### src/rtl/note_sequencer.sv
// Note sequencer: steps through a small note RAM and drives one wave_generator voice.
// Optional portamento between notes is enabled by defining NOTE_SEQ_GLIDE_EN.
module note_sequencer #(
    parameter int unsigned CPU_CLOCK_FREQ = 100_000_000,
    parameter int unsigned TICK_HZ        = 1000,
    parameter int unsigned DEPTH          = 16,
    localparam int unsigned AW            = $clog2(DEPTH)
) (
    input  logic          clk,
    input  logic          rst,
    input  logic          wr_en,
    input  logic [AW-1:0] wr_addr,
    input  logic [14:0]   wr_freq,
    input  logic [11:0]   wr_on,
    input  logic [11:0]   wr_off,
    input  logic [AW:0]   length,
    input  logic          loop,
    input  logic          start,
    input  logic          stop,
    output logic [14:0]   frequency,
    output logic          press,
    output logic          busy,
    output logic [AW-1:0] step,
    output logic          done
);

    localparam int unsigned CPT = CPU_CLOCK_FREQ / TICK_HZ;
    localparam int unsigned PW  = (CPT > 1) ? $clog2(CPT) : 1;
    localparam logic [AW:0] DEPTH_L = (AW + 1)'(DEPTH);

    typedef enum logic [2:0] {S_IDLE, S_LOAD, S_ON, S_OFF, S_DONE} state_e;

    state_e        state_q, state_d;
    logic [PW-1:0] presc_q, presc_d, presc_run;
    logic [11:0]   cnt_q, cnt_d;
    logic [11:0]   off_q, off_d;
    logic [AW:0]   len_q, len_d;
    logic [AW-1:0] step_q, step_d;
    logic [14:0]   freq_q, freq_d;
    logic          press_q, busy_q, done_q;
    logic          tick, last, adv;

    logic [38:0]   mem [DEPTH];
    logic [38:0]   entry;
    logic [14:0]   e_freq;
    logic [11:0]   e_on, e_off;

`ifdef NOTE_SEQ_GLIDE_EN
    logic [14:0]   target_q, target_d;
    logic          first_q, first_d;
    logic          glide_pending;
    logic [14:0]   diff, amt;
`endif

    always_ff @(posedge clk) begin
        if (wr_en) begin
            mem[wr_addr] <= {wr_freq, wr_on, wr_off};
        end
    end

    assign entry  = mem[step_q];
    assign e_freq = entry[38:24];
    assign e_on   = entry[23:12];
    assign e_off  = entry[11:0];

    assign tick      = (presc_q == PW'(CPT - 1));
    assign presc_run = tick ? '0 : presc_q + PW'(1);
    assign last      = ({1'b0, step_q} == len_q - (AW + 1)'(1));

`ifdef NOTE_SEQ_GLIDE_EN
    assign glide_pending = (freq_q != target_q);
    assign diff = (target_q > freq_q) ? target_q - freq_q : freq_q - target_q;
    assign amt  = (diff > 15'd64) ? 15'd64 : diff;
`endif

    always_comb begin
        state_d = state_q;
        presc_d = presc_q;
        cnt_d   = cnt_q;
        off_d   = off_q;
        len_d   = len_q;
        step_d  = step_q;
        freq_d  = freq_q;
        adv     = 1'b0;
`ifdef NOTE_SEQ_GLIDE_EN
        target_d = target_q;
        first_d  = first_q;
        if (tick && state_q != S_LOAD && glide_pending) begin
            freq_d = (target_q > freq_q) ? freq_q + amt : freq_q - amt;
        end
`endif

        case (state_q)
            S_IDLE, S_DONE: begin
                presc_d = '0;
`ifdef NOTE_SEQ_GLIDE_EN
                if (glide_pending) presc_d = presc_run;
`endif
                if (state_q == S_DONE) begin
                    state_d = S_IDLE;
                end else if (start && !stop && length != '0) begin
                    state_d = S_LOAD;
                    step_d  = '0;
                    presc_d = '0;
                    len_d   = (length > DEPTH_L) ? DEPTH_L : length;
`ifdef NOTE_SEQ_GLIDE_EN
                    first_d = 1'b1;
`endif
                end
            end
            S_LOAD: begin
                presc_d = '0;
                off_d   = e_off;
`ifdef NOTE_SEQ_GLIDE_EN
                target_d = e_freq;
                first_d  = 1'b0;
                if (first_q) freq_d = e_freq;
`else
                freq_d = e_freq;
`endif
                if (e_on != '0) begin
                    state_d = S_ON;
                    cnt_d   = e_on;
                end else if (e_off != '0) begin
                    state_d = S_OFF;
                    cnt_d   = e_off;
                end else begin
                    adv = 1'b1;
                end
            end
            S_ON: begin
                presc_d = presc_run;
                if (tick) begin
                    if (cnt_q == 12'd1) begin
                        // A zero release gap skips OFF so the gap is just the LOAD cycle.
                        if (off_q != '0) begin
                            state_d = S_OFF;
                            cnt_d   = off_q;
                        end else begin
                            adv = 1'b1;
                        end
                    end else begin
                        cnt_d = cnt_q - 12'd1;
                    end
                end
            end
            S_OFF: begin
                presc_d = presc_run;
                if (tick) begin
                    if (cnt_q == 12'd1) adv = 1'b1;
                    else                cnt_d = cnt_q - 12'd1;
                end
            end
            default: state_d = S_IDLE;
        endcase

        if (adv) begin
            if (!last) begin
                step_d  = step_q + AW'(1);
                state_d = S_LOAD;
            end else if (loop) begin
                step_d  = '0;
                state_d = S_LOAD;
            end else begin
                state_d = S_DONE;
            end
        end

        if (stop && state_q != S_IDLE) begin
            state_d = S_IDLE;
            step_d  = step_q;
            presc_d = '0;
        end
    end

    always_ff @(posedge clk or posedge rst) begin
        if (rst) begin
            state_q <= S_IDLE;
            presc_q <= '0;
            cnt_q   <= '0;
            off_q   <= '0;
            len_q   <= '0;
            step_q  <= '0;
            freq_q  <= '0;
            press_q <= 1'b0;
            busy_q  <= 1'b0;
            done_q  <= 1'b0;
        end else begin
            state_q <= state_d;
            presc_q <= presc_d;
            cnt_q   <= cnt_d;
            off_q   <= off_d;
            len_q   <= len_d;
            step_q  <= step_d;
            freq_q  <= freq_d;
            press_q <= (state_d == S_ON);
            busy_q  <= (state_d == S_LOAD) || (state_d == S_ON) || (state_d == S_OFF);
            done_q  <= (state_d == S_DONE);
        end
    end

`ifdef NOTE_SEQ_GLIDE_EN
    always_ff @(posedge clk or posedge rst) begin
        if (rst) begin
            target_q <= '0;
            first_q  <= 1'b1;
        end else begin
            target_q <= target_d;
            first_q  <= first_d;
        end
    end
`endif

    assign frequency = freq_q;
    assign press     = press_q;
    assign busy      = busy_q;
    assign step      = step_q;
    assign done      = done_q;

endmodule

### config.mk
export PLATFORM = sky130hd
export DESIGN_NAME = note_sequencer
export DESIGN_NICKNAME = d
export VERILOG_FILES = /design/src/rtl/note_sequencer.sv
export SDC_FILE = /design/constraint.sdc
export NUM_CORES = 1
export LEC_CHECK = 0
export BUFFER_PORTS_ARGS = -buffer_cell sky130_fd_sc_hd__buf_4
export CAP_MARGIN = 10
export CORE_UTILIZATION = 29
export CTS_CLUSTER_SIZE = 25
export DETAILED_ROUTE_END_ITERATION = 8
export GPL_TIMING_DRIVEN = 0
export PLACE_DENSITY = 0.45
export SKIP_CTS_REPAIR_TIMING = 1
export SLEW_MARGIN = 20
export SYNTH_ARGS = -nofsm -noshare
export SYNTH_HDL_FRONTEND = slang
export SYNTH_SLANG_ARGS = --single-unit
### constraint.sdc
create_clock -name clk -period 3.1 [get_ports clk]
set_clock_uncertainty 0.15 [all_clocks]
set_input_delay 0.31 -clock clk [delete_from_list [all_inputs] [get_ports clk]]
set_output_delay 0.31 -clock clk [all_outputs]
set_load 0.02 [all_outputs]
==> run summary <==
HP Class - in2async
DP Worst Slack - -1830 ps
fraction of the mapped netlist area in compound gates - 2.95%
minimum clock period after layout - 3390 ps
most repeated library cell on the critical path - buf_8
root buf cell - clkbuf_16
Final Max Slew Viols - 0
Worst Path Max Fanout - 6
Rel. slew slack - 27.2%
CP max stage cell - mux4_2
Power per Cell Area - 613 nW/µm²
drt wl/cell - 25.7 µm
synthesized cell area - 27,600 µm²
CP arrival - 3800 ps
average size of a mapped cell - 19.8 µm²
Layout area overhead - 27.8%
buffers and inverters on the worst path - 5
I/O Pins - 76
final setup fails - 22
Initial Utilization - 29.4%
antenna-violating nets left - 0
Worst-path clk slew - 60 ps
gpl congestion - 0.820
residual DRC count - 0
Core ar. - 93,700 µm²
setup ws final - -292 ps
Total Neg Setup Slack - -5050 ps
Yosys warnings - 0
Met3 Wirelength - 2.96 mm
DR vias/cell - 4.81
crit path capture type - flip-flop
RSZ-0062 raised after global routing - true
kind of critical path - reg2reg
DP Cell Count - 2,773
Synth Area in Adders - 0.227%
global route overflow - 0
crit-path max cell delay - 570 ps
CP startpoint kind - flip-flop
worst vdd ir - 0.337 mV
CTS tree - done
post-synthesis mux area share - 15.3%
WP data required - 3510 ps
final hold slack - 60.2 ps
Total Routing Usage GR - 16.1%
wl on met1 - 33.3 mm
Crit path max-delay family - multiplexers
Pre-antenna DRT Iters - 5
Die W - 310 µm
final instance area - 35,200 µm²
Die Y - 310 µm
max cap viols - 0
Final period util - 109%
Nets - 1,754
clk_lat worst skew - 630 ps
Clock Path Buffers - 3
Simple-Gate Fraction of Synth Area - 4.59%
Syn Inst Count - 1,395
biggest area consumer among synthesized cells - edfxtp_1
Hold Violations, Final - 0
register area share after synthesis - 74.4%
fmax - 0.295 GHz
Leak Pwr - 11.4 nW
status - finished, violations left
total clock sinks - 695
Cell variety after synth - 62
largest net degree at the start of global routing - 57
Inserted Clock Buffers - 77
Yosys top cell area share - 68.0%
CP startpoint - step[0]
vias - 14,500
final wirelength - 77.6 mm
DP Area - 30,900 µm²
crit-path cells - buf_12 > buf_12 > buf_8 > mux4_2 > mux4_2 > nor4_4 > and3_4 > buf_8 > buf_8 > a211oi_1 > a31oi_1 > mux2_4
largest family of logic cells by synthesized area - multiplexers
Row Count - 112
port bufs - 75
Top Layer Used - met5
ys async rst share - 10.2%
synth top area cells - edfxtp_1 (68%), mux4_2 (14%), dfrtp_1 (6.4%), nand2_1 (1.4%), nor2_1 (0.90%)
Final Non-Filler Cells - 3,015
1st-iter DRT viols - 995
DP HPWL - 51.0 mm
vias in the first global route - 14,800
r2r startpoint - step[0]
number of H-tree levels - 3
XOR/XNOR Fraction of Synth Area - 0.858%
Synth Flop Type - edfxtp_1
die area - 96,300 µm²
WL met2 - 40.0 mm
Synth Net Count - 1,454
layout cells sized above 1 - 34.3%
worst slew pin tran - 1090 ps
EDFF count, synth - 624
Synth Register Bits - 695
initial antenna violation count - 5
failing checks - setup timing
first-pass GRT wire length - 108 mm
==> stage by stage <==
step / total power [mW] / util [%]
floorplan: 11.8 / -
global placement: 12.4 / 31.8
detailed placement: 12.5 / 33.0
CTS: 21.7 / 35.7
global route: 22.4 / 37.5
finish: 21.6 / 37.6
==> registers in the layout (all words and copies together), names as in the netlist <==
register,cells
step,4
presc_q,17
done,1
cnt_q,12
off_q,12
mem,624
frequency,15
state_q,3
busy,1
press,1
len_q,5
==> kinds of logic after synthesis <==
| family | Yosys count |
|---|---|
| flops | 695 |
| simple gates | 270 |
| mux | 206 |
| compound gates | 116 |
| buf+inv | 76 |
| xor+xnor | 27 |
| fa+ha+maj | 5 |
==> final timing paths <==
path,endpoint,cells past startpoint,slack (ps)
worst max-delay path,cnt_q[10],12,-290
worst min-delay path,frequency[5],3,60
min in group clk,len_q[4],3,80
worst max register to register,cnt_q[10],12,-290
worst min register to register,frequency[1],2,330
max in group asynchronous,step[3],4,2130
==> Yosys cell counts (5+ instances only) <==
library cell / number
buf_2: 20
o21ai_0: 24
mux2i_1: 24
a22oi_1: 20
nand3_1: 17
and2_1: 5
nor4_1: 11
buf_4: 5
nor2_1: 66
a211oi_1: 10
nand3b_1: 6
a21oi_1: 13
nand2b_1: 10
a221oi_1: 10
nand4_1: 9
and3_1: 6
buf_1: 5
dfrtp_1: 71
xnor2_1: 10
buf_6: 6
nor3_1: 13
clkbuf_1: 22
mux4_2: 169
nand2_1: 105
mux2_2: 8
ha_1: 5
edfxtp_1: 624
xor2_1: 17
inv_1: 12
a31oi_1: 10
==> final cells by class <==
cell class	count	area, µm²
buffer	62	757
clock buffer	106	2160
antenna	2	5.00
sequential	695	20500
multi-input combinational	624	7090
tap	1254	1570
clock inverter	37	394
fill	8664	58500
timing repair buffer	222	2650
inverter	13	56.3
==> cell usage in the layout (no fill, tap or decap), types with 7 or more instances in the layout <==
cell type,count
dfrtp_1,67
clkbuf_16,87
clkbuf_8,8
a221oi_2,8
nand2b_1,10
a31oi_1,7
a22oi_1,13
xor2_1,17
nand2_2,7
inv_1,11
a21oi_1,12
buf_16,26
buf_8,19
o21ai_0,17
xnor2_1,10
edfxtp_1,624
mux2i_1,22
a22oi_2,8
buf_12,26
clkbuf_1,30
nor2_1,50
nand2_1,98
buf_4,112
nor2_4,14
mux4_2,169
clkinv_2,16
a211oi_1,8
dlygate4sd3_1,50
buf_6,22
nor4_1,7
nor3_1,7
nand3_1,17
nand4_1,9
==> worst min-delay path, stage by stage <==
cell	delay, ps
dlygate4sd3_1	540
buf_4	150
inv_6	220
==> report_power, final <==
part           switching [mW]  internal [mW]
combinational           0.851          0.631
clock                    3.84           5.34
sequential              0.288           10.6
total                    4.98           16.6
==> per-layer routing <==
| layer | up-vias | global-route usage, % |
|---|---|---|
| li1 | 6356 | - |
| met5 | - | 0 |
| met4 | 6 | 3.79 |
| met3 | 96 | 3.06 |
| met2 | 297 | 28.0 |
| met1 | 7743 | 20.7 |
No activity file was read; power rests on OpenSTA's default activity.
